<file path="src/rtl/muldiv_seq_if.sv">
// Issue/result bundle between the ID stage and the multi-cycle MUL/DIV sequencer.
// master = ID stage side, slave = muldiv_seq.
interface muldiv_seq_if #(
    parameter int unsigned WIDTH = 32
);
    logic             start;
    logic [1:0]       op;
    logic [WIDTH-1:0] src_a;
    logic [WIDTH-1:0] src_b;
    logic             hi_we;
    logic             lo_we;
    logic [WIDTH-1:0] wdata;
    logic             rd_hilo;
    logic             cancel;
    logic             busy;
    logic             stall;
    logic             done;
    logic [WIDTH-1:0] hi;
    logic [WIDTH-1:0] lo;

    modport master (
        output start, op, src_a, src_b, hi_we, lo_we, wdata, rd_hilo, cancel,
        input  busy, stall, done, hi, lo
    );

    modport slave (
        input  start, op, src_a, src_b, hi_we, lo_we, wdata, rd_hilo, cancel,
        output busy, stall, done, hi, lo
    );
endinterface

</file>
<file path="src/rtl/muldiv_seq.sv">
// Multi-cycle MULT/MULTU/DIV/DIVU sequencer owning HI/LO: radix-2 shift-add multiply and
// restoring divide on one work register. Define MULDIV_EARLY_OUT_EN for multiply early exit.
module muldiv_seq #(
    parameter int unsigned WIDTH = 32,
    parameter int unsigned CNT_W = 6
) (
    input logic         clk,
    input logic         rst,
    muldiv_seq_if.slave bus
);

`ifdef MULDIV_EARLY_OUT_EN
    localparam logic EarlyOut = 1'b1;
`else
    localparam logic EarlyOut = 1'b0;
`endif

    typedef enum logic [1:0] {StIdle, StCalc, StFix} state_e;

    state_e state_q, state_d;

    // Operation context captured at accept
    logic               div_q;
    logic               sa_q;
    logic               sb_q;
    logic               div_zero_q;
    logic [CNT_W-1:0]   cnt_q;
    logic [2*WIDTH-1:0] work_q;
    logic [2*WIDTH-1:0] mcand_q;
    logic [WIDTH-1:0]   mplier_q;

    logic [WIDTH-1:0]   hi_q, lo_q;
    logic               done_q;

    // Decoded request
    logic               accept;
    logic               op_div_in;
    logic               op_uns_in;
    logic               sa_in;
    logic               sb_in;
    logic               div_zero_in;
    logic [WIDTH-1:0]   abs_a;
    logic [WIDTH-1:0]   abs_b;

    // Iteration step
    logic [2*WIDTH-1:0] mul_step;
    logic [2*WIDTH-1:0] div_step;
    logic [WIDTH:0]     rem_shift;
    logic [WIDTH:0]     rem_diff;
    logic               mul_rest_zero;
    logic               last_iter;

    // Sign fix-up
    logic [2*WIDTH-1:0] prod;
    logic [WIDTH-1:0]   quo;
    logic [WIDTH-1:0]   rem;
    logic [WIDTH-1:0]   res_hi;
    logic [WIDTH-1:0]   res_lo;

    // FSM outputs
    logic               idle;
    logic               busy;
    logic               calc_en;
    logic               fix_en;

    always_comb begin
        op_div_in   = bus.op[1];
        op_uns_in   = bus.op[0];
        sa_in       = ~op_uns_in & bus.src_a[WIDTH-1];
        sb_in       = ~op_uns_in & bus.src_b[WIDTH-1];
        abs_a       = sa_in ? -bus.src_a : bus.src_a;
        abs_b       = sb_in ? -bus.src_b : bus.src_b;
        div_zero_in = op_div_in & (bus.src_b == '0);
        accept      = idle & bus.start & ~bus.cancel;
    end

    always_comb begin
        mul_step      = mplier_q[0] ? work_q + mcand_q : work_q;
        // Partial remainder needs one extra bit before the trial subtract
        rem_shift     = work_q[2*WIDTH-1:WIDTH-1];
        rem_diff      = rem_shift - {1'b0, mplier_q};
        div_step      = rem_diff[WIDTH]
                      ? {rem_shift[WIDTH-1:0], work_q[WIDTH-2:0], 1'b0}
                      : {rem_diff[WIDTH-1:0], work_q[WIDTH-2:0], 1'b1};
        mul_rest_zero = (mplier_q >> 1) == '0;
        last_iter     = (cnt_q == CNT_W'(1)) | (EarlyOut & ~div_q & mul_rest_zero);
    end

    always_comb begin
        prod = (sa_q ^ sb_q) ? -work_q : work_q;
        quo  = work_q[WIDTH-1:0];
        rem  = work_q[2*WIDTH-1:WIDTH];
        if (div_zero_q) begin
            // work_q low half holds the raw dividend in this case
            res_hi = work_q[WIDTH-1:0];
            res_lo = '1;
        end else if (div_q) begin
            res_hi = sa_q ? -rem : rem;
            res_lo = (sa_q ^ sb_q) ? -quo : quo;
        end else begin
            res_hi = prod[2*WIDTH-1:WIDTH];
            res_lo = prod[WIDTH-1:0];
        end
    end

    always_ff @(posedge clk) begin
        if (rst) begin
            state_q <= StIdle;
        end else begin
            state_q <= state_d;
        end
    end

    always_comb begin
        state_d = state_q;
        unique case (state_q)
            StIdle: begin
                if (accept) begin
                    state_d = div_zero_in ? StFix : StCalc;
                end
            end
            StCalc: begin
                if (last_iter) begin
                    state_d = StFix;
                end
            end
            StFix:   state_d = StIdle;
            default: state_d = StIdle;
        endcase
        if (bus.cancel) begin
            state_d = StIdle;
        end
    end

    always_comb begin
        idle    = (state_q == StIdle);
        busy    = ~idle;
        calc_en = (state_q == StCalc);
        fix_en  = (state_q == StFix) & ~bus.cancel;
    end

    always_ff @(posedge clk) begin
        if (accept) begin
            div_q      <= op_div_in;
            sa_q       <= sa_in;
            sb_q       <= sb_in;
            div_zero_q <= div_zero_in;
            cnt_q      <= CNT_W'(WIDTH);
            mcand_q    <= {{WIDTH{1'b0}}, abs_a};
            mplier_q   <= abs_b;
            work_q     <= op_div_in ? {{WIDTH{1'b0}}, (div_zero_in ? bus.src_a : abs_a)}
                                    : '0;
        end else if (calc_en) begin
            cnt_q <= cnt_q - CNT_W'(1);
            if (div_q) begin
                work_q <= div_step;
            end else begin
                work_q   <= mul_step;
                mcand_q  <= mcand_q << 1;
                mplier_q <= mplier_q >> 1;
            end
        end
    end

    always_ff @(posedge clk) begin
        if (rst) begin
            hi_q   <= '0;
            lo_q   <= '0;
            done_q <= 1'b0;
        end else begin
            done_q <= fix_en;
            if (fix_en) begin
                hi_q <= res_hi;
                lo_q <= res_lo;
            end else if (idle & ~bus.start) begin
                // MTHI/MTLO only land when no op is being issued
                if (bus.hi_we) hi_q <= bus.wdata;
                if (bus.lo_we) lo_q <= bus.wdata;
            end
        end
    end

    assign bus.busy  = busy;
    assign bus.stall = busy & (bus.start | bus.rd_hilo | bus.hi_we | bus.lo_we);
    assign bus.done  = done_q;
    assign bus.hi    = hi_q;
    assign bus.lo    = lo_q;

endmodule
</file>
<file path="src/flat_wrapper.sv">
// flat-port wrapper written by rule: the top's interface ports become plain ports
module muldiv_seq_flat 
#(
    parameter int unsigned WIDTH = 32,
    parameter int unsigned CNT_W = 6
)
  (clk, rst, bus_start, bus_op, bus_src_a, bus_src_b, bus_hi_we, bus_lo_we, bus_wdata, bus_rd_hilo, bus_cancel, bus_busy, bus_stall, bus_done, bus_hi, bus_lo);
  muldiv_seq_if #(.WIDTH(WIDTH)) bus_i ();
  input logic clk;
  input logic rst;
  input wire logic [$bits(bus_i.start)-1:0] bus_start;
  input wire logic [$bits(bus_i.op)-1:0] bus_op;
  input wire logic [$bits(bus_i.src_a)-1:0] bus_src_a;
  input wire logic [$bits(bus_i.src_b)-1:0] bus_src_b;
  input wire logic [$bits(bus_i.hi_we)-1:0] bus_hi_we;
  input wire logic [$bits(bus_i.lo_we)-1:0] bus_lo_we;
  input wire logic [$bits(bus_i.wdata)-1:0] bus_wdata;
  input wire logic [$bits(bus_i.rd_hilo)-1:0] bus_rd_hilo;
  input wire logic [$bits(bus_i.cancel)-1:0] bus_cancel;
  output wire logic [$bits(bus_i.busy)-1:0] bus_busy;
  output wire logic [$bits(bus_i.stall)-1:0] bus_stall;
  output wire logic [$bits(bus_i.done)-1:0] bus_done;
  output wire logic [$bits(bus_i.hi)-1:0] bus_hi;
  output wire logic [$bits(bus_i.lo)-1:0] bus_lo;
  assign bus_i.start = bus_start;
  assign bus_i.op = bus_op;
  assign bus_i.src_a = bus_src_a;
  assign bus_i.src_b = bus_src_b;
  assign bus_i.hi_we = bus_hi_we;
  assign bus_i.lo_we = bus_lo_we;
  assign bus_i.wdata = bus_wdata;
  assign bus_i.rd_hilo = bus_rd_hilo;
  assign bus_i.cancel = bus_cancel;
  assign bus_busy = bus_i.busy;
  assign bus_stall = bus_i.stall;
  assign bus_done = bus_i.done;
  assign bus_hi = bus_i.hi;
  assign bus_lo = bus_i.lo;
  muldiv_seq #(.WIDTH(WIDTH), .CNT_W(CNT_W)) u_core (.clk(clk), .rst(rst), .bus(bus_i));
endmodule
</file>
<file path="config.mk">
export PLATFORM = sky130hd
export DESIGN_NAME = muldiv_seq_flat
export DESIGN_NICKNAME = d
export VERILOG_FILES = /design/src/rtl/muldiv_seq_if.sv /design/src/rtl/muldiv_seq.sv /design/src/flat_wrapper.sv
export SDC_FILE = /design/constraint.sdc
export NUM_CORES = 1
export LEC_CHECK = 0
export ABC_CLOCK_PERIOD_IN_PS = 4300
export BUFFER_PORTS_ARGS = -buffer_cell sky130_fd_sc_hd__buf_2
export CAP_MARGIN = 0
export CORE_MARGIN = 4
export CORE_UTILIZATION = 62
export CTS_BUF_LIST = sky130_fd_sc_hd__clkbuf_16
export CTS_CLUSTER_SIZE = 30
export DETAILED_ROUTE_END_ITERATION = 6
export PLACE_DENSITY = 0.9
export SLEW_MARGIN = 20
export SYNTH_ARGS = -nofsm -noshare
export SYNTH_HDL_FRONTEND = slang
export SYNTH_SLANG_ARGS = --single-unit
</file>
<file path="constraint.sdc">
create_clock -name clk -period 4.3 [get_ports clk]
set_input_delay 0.43 -clock clk [delete_from_list [all_inputs] [get_ports clk]]
set_output_delay 0.43 -clock clk [all_outputs]
set_load 0.01 [all_outputs]
</file>
==> results of run 1 <==
==> where the power goes <==
group          internal (mW)  total [mW]  switching, mW  leakage (nW)
clock network           1.38        2.34          0.961         0.461
registers               2.59        2.76          0.169          2.11
logic                  0.872        2.24           1.36          6.16
==> cells in the mapped netlist, types with 22 or more instances <==
| cell | count |
|---|---|
| clkbuf_1 | 122 |
| or3_1 | 28 |
| edfxtp_1 | 132 |
| o31ai_1 | 22 |
| inv_1 | 77 |
| dfxtp_1 | 105 |
| ha_1 | 101 |
| mux2i_1 | 33 |
| a211oi_1 | 34 |
| a311oi_1 | 22 |
| a21o_1 | 42 |
| xnor2_1 | 129 |
| o21ai_0 | 192 |
| nor3_1 | 53 |
| xor2_1 | 107 |
| o221ai_1 | 35 |
| a21oi_1 | 246 |
| o22ai_1 | 38 |
| nand3_1 | 34 |
| nor2_1 | 199 |
| a31oi_1 | 29 |
| nand2_1 | 369 |
==> routing by layer <==
metal	global-route usage	share of wire	up-vias
met3	0.0592	0.11	163
met1	0.513	0.42	9194
met4	0.105	0.031	0
met5	0	0	-
met2	0.561	0.44	1137
li1	-	-	9112
==> registers in the layout, summed over array words and instances, names as in the netlist <==
signal and cells:
u_core.bus.done 1, u_core.work_q 64, u_core.state_q 2, u_core.cnt_q 6, u_core.bus.lo 32, u_core.bus.hi 32, u_core.sa_q 1, u_core.div_zero_q 1
u_core.mplier_q 32, u_core.sb_q 1, u_core.mcand_q 64, u_core.div_q 1
==> metrics by stage <==
step                instance area (sq um)  setup slack (ns)  hold slack (ns)  total power [mW]  cells
detailed placement                  20500            0.0912            0.441              4.97   2927
CTS                                 21400            0.0639            0.116              7.29   2975
global placement                    20500             0.315            0.435              4.90   2927
finish                              21400             0.222            0.122              7.34   2975
global route                        21400            0.0907            0.122              7.65   2975
floorplan                           19100             0.651            0.448              4.27   2429
==> path summary, 6_finish.rpt <==
path,endpoint,slack (ns),cells past startpoint
worst max-delay path,u_core.work_q[60],0.22,13
worst min-delay path,u_core.state_q[0],0.12,2
worst max register to register,u_core.work_q[60],0.22,13
worst min register to register,u_core.bus.lo[25],0.45,2
==> critical path, cell delays in order, from the launching register on <==
cell,delay [ns]
edfxtp_1,0.51
ha_1,0.29
fa_1,0.41
a21o_1,0.22
a31oi_1,0.30
nor4b_1,0.10
a211oi_1,0.38
o221ai_2,0.27
a211o_1,0.38
a21boi_1,0.28
o311ai_1,0.19
o21bai_1,0.20
xor2_1,0.18
o22ai_1,0.10
==> kinds of logic (layout without fill, tap and decap cells) <==
| logic type | after synthesis | after routing | synth area share |
|---|---|---|---|
| AO/OA/AOI/OAI | 773 | 773 | 0.250 |
| XOR/XNOR | 236 | 236 | 0.108 |
| adder cells (fa/ha/maj) | 103 | 103 | 0.0681 |
| buffers and inverters | 221 | 371 | 0.0440 |
| flip-flops | 237 | 237 | 0.317 |
| multiplexers | 37 | 37 | 0.0196 |
| AND/OR/NAND/NOR | 822 | 822 | 0.193 |
==> area by class of cell <==
cell class / count / area (sq um)
multi-input combinational: 1971 / 12300
clock buffer: 27 / 676
timing repair buffer: 244 / 1420
fill: 2441 / 9090
tap: 396 / 495
inverter: 79 / 297
sequential: 237 / 6070
clock inverter: 21 / 204
==> results.yml, run 1 <==
die:
  row_count: 64
  start_util: 0.627
  die_h_microns: 184
  core_area_sq_um: 30500
  die_width_microns: 184
  io_pins: 172
  dieArea_sq_um: 33700
detailed_routing:
  drtAntennaViolNets: 0
  routed_wl_microns: 63200
  drt-pass1-iter-count: 6
  drt_iter0_markers: 2535
  vias: 19600
  drc_errors: 0
  routedWlPerCell_microns: 21.2
  drt-vias-per-instance: 6.59
sta:
  hold_viol: 0
  relSlewSlack: 0.345
  finClkSkew_ns: 0.0253
  clock.fmax_mhz: 245
  finalCriticalPeriod_ns: 4.08
  final_min_period_over_clock_period: 0.948
  fin_setup_tns_ns: 0
  rsz0062_at_grt: "false"
  slew_violations: 0
  worst_slew_pin_slew_ns: 0.980
  setup_viol: 0
critical_path:
  path_max_fanout: 6
  start_kind: "flip-flop"
  cp.required_ns: 4.56
  r2r_start: "u_core.work_q[0]"
  cp-startpoint: "u_core.work_q[0]"
  critPathArrivalTime_ns: 4.34
  crit_type: "reg -> reg"
  critPathCaptureType: "flip-flop"
layout:
  drive_gt1_frac: 0.121
  final_util: 0.702
  final_common_cell: "nand2_1"
  layout-area-overhead-vs-synth_pct: 11.9
  final_nets: 2768
  final_cell_mix: "nand2_1 (367), a21oi_1 (245), nor2_1 (198), o21ai_0 (192), buf_2 (171)"
  diodes: 0
synth:
  synth.area.top_cells: "edfxtp_1 (21%), dfxtp_1 (11%), nand2_1 (7.2%), ha_1 (6.6%), a21oi_1 (6.4%)"
  yosys.area.top_type: "edfxtp_1"
  synth_area_per_cell_sq_um: 7.88
  synth_edf_count: 132
  synthArstFlopShare: 0
  yosys_most_used_dff: "edfxtp_1"
  yosysWarnings: 0
  yosys.cell_types.count: 77
  seq_area_frac_synth: 0.317
  synthesis.area_sq_um: 19100
  synth_top_area_share: 0.207
  ys_seq_elements: 237
  synth_nets: 2637
  syn_inst: 2429
power:
  peakVddDrop_uv: 334
  power_per_cell_area_nw_per_um2: 343
  p_leak_nw: 8.73
global_route:
  grtUsageTotal: 0.358
  antenna_found_initial: 0
  grt_max_degree: 86
  first_global_vias: 18500
  grt_pass1_wl_microns: 98900
  grt-ovfl-total: 0
clock_tree:
  root_buffer: "clkbuf_16"
  post-cts-setup-buffer-count: 0
  cts.path.max_buffers: 3
  clock-sinks: 237
  cts_buffers: 27
  clk_pin_slew_ns: 0.06
  insertion_delay_ns: 0.56
  cts_resized: 0
  htreeDepth: 1
  cts_tree: "done"
  hold_buffers: 0
place:
  gp_congestion: 1.00
  port_buffers: 171
  dp_hpwl_microns: 47600
hold_path:
  hp-start: "bus_cancel"
  hold_path.class: "in -> reg"
run_status:
  status: "complete, no violations"
run:
  max_cap_violations: 0
No activity file was read; power rests on OpenSTA's default activity.
==> run 2, diff against run 1 <==
Settings changed: RECOVER_POWER set to 100.
==> run 2 against run 1 <==
The run now ends with max-capacitance violations, max-slew violations left. Clock-buffer cell count did not move. Routed wire length is essentially flat. Core utilization fell by 0.63 points. Non-clock buffer count stayed put. Critical path depth rose by 1. Critical path type is now in -> reg. Largest power group unchanged.
==> results.yml, run 2 (same netlist as run 1, synthesis figures left out) <==
clock_tree:
  cts_buffers: 27
  insertion_delay_ns: 0.56
  clk_pin_slew_ns: 0.06
  hold_buffers: 0
  cts.path.max_buffers: 3
  clock-sinks: 237
  cts_tree: "done"
  htreeDepth: 1
  root_buffer: "clkbuf_16"
place:
  dp_hpwl_microns: 47600
  place_ws_ns: 0.0912
  placed_area_sq_um: 20500
  gp_congestion: 1.00
  port_buffers: 171
die:
  die_width_microns: 184
  dieArea_sq_um: 33700
  start_util: 0.627
  io_pins: 172
  die_h_microns: 184
  core_area_sq_um: 30500
  row_count: 64
run_status:
  violations: "max-capacitance violations, max-slew violations"
  status: "finished with violations"
sta:
  relSlewSlack: -0.737
  finClkSkew_ns: 0.0273
  slew_violations: 221
  hold_viol: 0
  clock.fmax_mhz: 245
  finalHoldWorstSlack_ns: 0.120
  layout_setup_ws_ns: 0.218
  finalCriticalPeriod_ns: 4.08
  worst_slew_pin_slew_ns: 2.61
  fin_setup_tns_ns: 0
  rsz0062_at_grt: "false"
  setup_viol: 0
  final_min_period_over_clock_period: 0.949
critical_path:
  reg2reg_slack_ns: 0.23
  worstSetupPathDepth: 14
  cp-startpoint: "bus_src_b[6]"
  cp-endpoint: "u_core.work_q[17]"
  start_kind: "primary input"
  path_cells: "clkbuf_1 -> or4_1 -> nor4b_1 -> nand2_1 -> nor4_1 -> nand2_1 -> nor2_1 -> nand4b_1 -> buf_4 -> inv_1 -> nor2_1 -> nand2_1 -> xor2_1 -> o22ai_1"
  rr_endpoint: "u_core.work_q[60]"
  crit_slowest_cell: "or4_1"
  path_max_fanout: 12
  crit_family: "simple AND/OR/NAND/NOR gates"
  critPathCaptureType: "flip-flop"
  crit_type: "in -> reg"
  reg2reg_depth: 13
  critPathArrivalTime_ns: 4.35
  path_common_cell: "nand2_1"
  critical_path_buf_inv_count: 3
  r2r_start: "u_core.work_q[0]"
  cp.required_ns: 4.57
  cpPeakStageDelay_ns: 0.59
detailed_routing:
  routed_wl_microns: 63200
  drtAntennaViolNets: 0
  drt-vias-per-instance: 6.60
  drt-pass1-iter-count: 6
  routedWlPerCell_microns: 21.2
  drc_errors: 0
  drt_iter0_markers: 2454
  vias: 19600
power:
  swShare: 0.340
  peakVddDrop_uv: 334
  power_frac_clock: 0.319
  finalPower_mw: 7.31
  p_leak_nw: 8.38
  seq_power_share: 0.378
  p_sw_mw: 2.49
  p_int_mw: 4.82
  power_per_cell_area_nw_per_um2: 345
  p_comb_frac: 0.302
layout:
  diodes: 0
  fillers: 2499
  layout-area-overhead-vs-synth_pct: 10.9
  final_nets: 2768
  final_common_cell: "nand2_1"
  final_cell_mix: "nand2_1 (368), a21oi_1 (246), nor2_1 (198), o21ai_0 (193), edfxtp_1 (132)"
  drive_gt1_frac: 0.0849
  fin_area_sq_um: 21200
  reg_top3: "u_core.mcand_q (64), u_core.work_q (64)"
global_route:
  antenna_found_initial: 0
  first_global_vias: 18500
  grt-ovfl-total: 0
  grt_pass1_wl_microns: 98900
  grt_max_degree: 86
  grtUsageTotal: 0.358
hold_path:
  hold_path.class: "in -> reg"
run:
  max_cap_violations: 5
run 2: per-stage QoR:
stage / util / instances
floorplan: - / 2429
global placement: 0.673 / 2927
detailed placement: 0.673 / 2927
CTS: 0.702 / 2975
global route: 0.696 / 2975
finish: 0.696 / 2975
run 2: worst min path at each step:
| stage | slack (ns) | from | depth (start not counted) | to |
|---|---|---|---|---|
| 2_1_floorplan | 0.45 | u_core.mcand_q[63] | 2 | u_core.mcand_q[63] |
| 4_1_cts | 0.12 | bus_cancel | 2 | u_core.state_q[0] |
| 3_5_place_dp | 0.44 | u_core.bus.lo[17] | 2 | u_core.bus.lo[17] |
| 5_1_grt | 0.12 | bus_cancel | 2 | u_core.state_q[0] |
| 3_3_place_gp | 0.43 | u_core.bus.lo[13] | 2 | u_core.bus.lo[13] |
| 6_report | 0.12 | bus_cancel | 2 | u_core.state_q[0] |
run 2: per-layer routing:
metal  track usage  vias to the layer above  part of all wire
li1              -                     9107                 -
met1         0.513                     9213              0.41
met2         0.561                     1159              0.45
met3        0.0592                      152              0.11
met4         0.105                        0             0.030
met5             0                        -                 0
run 2: repair_timing:
| action | in CTS | in global routing |
|---|---|---|
| setup buffers | 0 | 0 |
| setup endpoints to repair | 0 | 5 |
| gates resized for setup | 0 | 3 |
run 2: final cells by class:
| cell class | instances | area [sq um] | area share |
|---|---|---|---|
| clock buffers | 27 | 676 | 0.0318 |
| repair buffers | 244 | 1260 | 0.0593 |
| well taps | 396 | 495 | 0.0233 |
| flip-flops and latches | 237 | 6070 | 0.286 |
| clock inverters | 21 | 204 | 0.00961 |
| inverters | 79 | 297 | 0.0140 |
| multi-input cells | 1971 | 12200 | 0.576 |
run 2: power by group through the flow:
stage	clock network, mW	logic (mW)	registers [mW]
3_3_place_gp	0	2.11	2.79
6_report	2.34	2.21	2.77
3_5_place_dp	0	2.16	2.80
4_1_cts	2.35	2.19	2.76
5_1_grt	2.43	2.42	2.78
2_1_floorplan	0	1.50	2.77
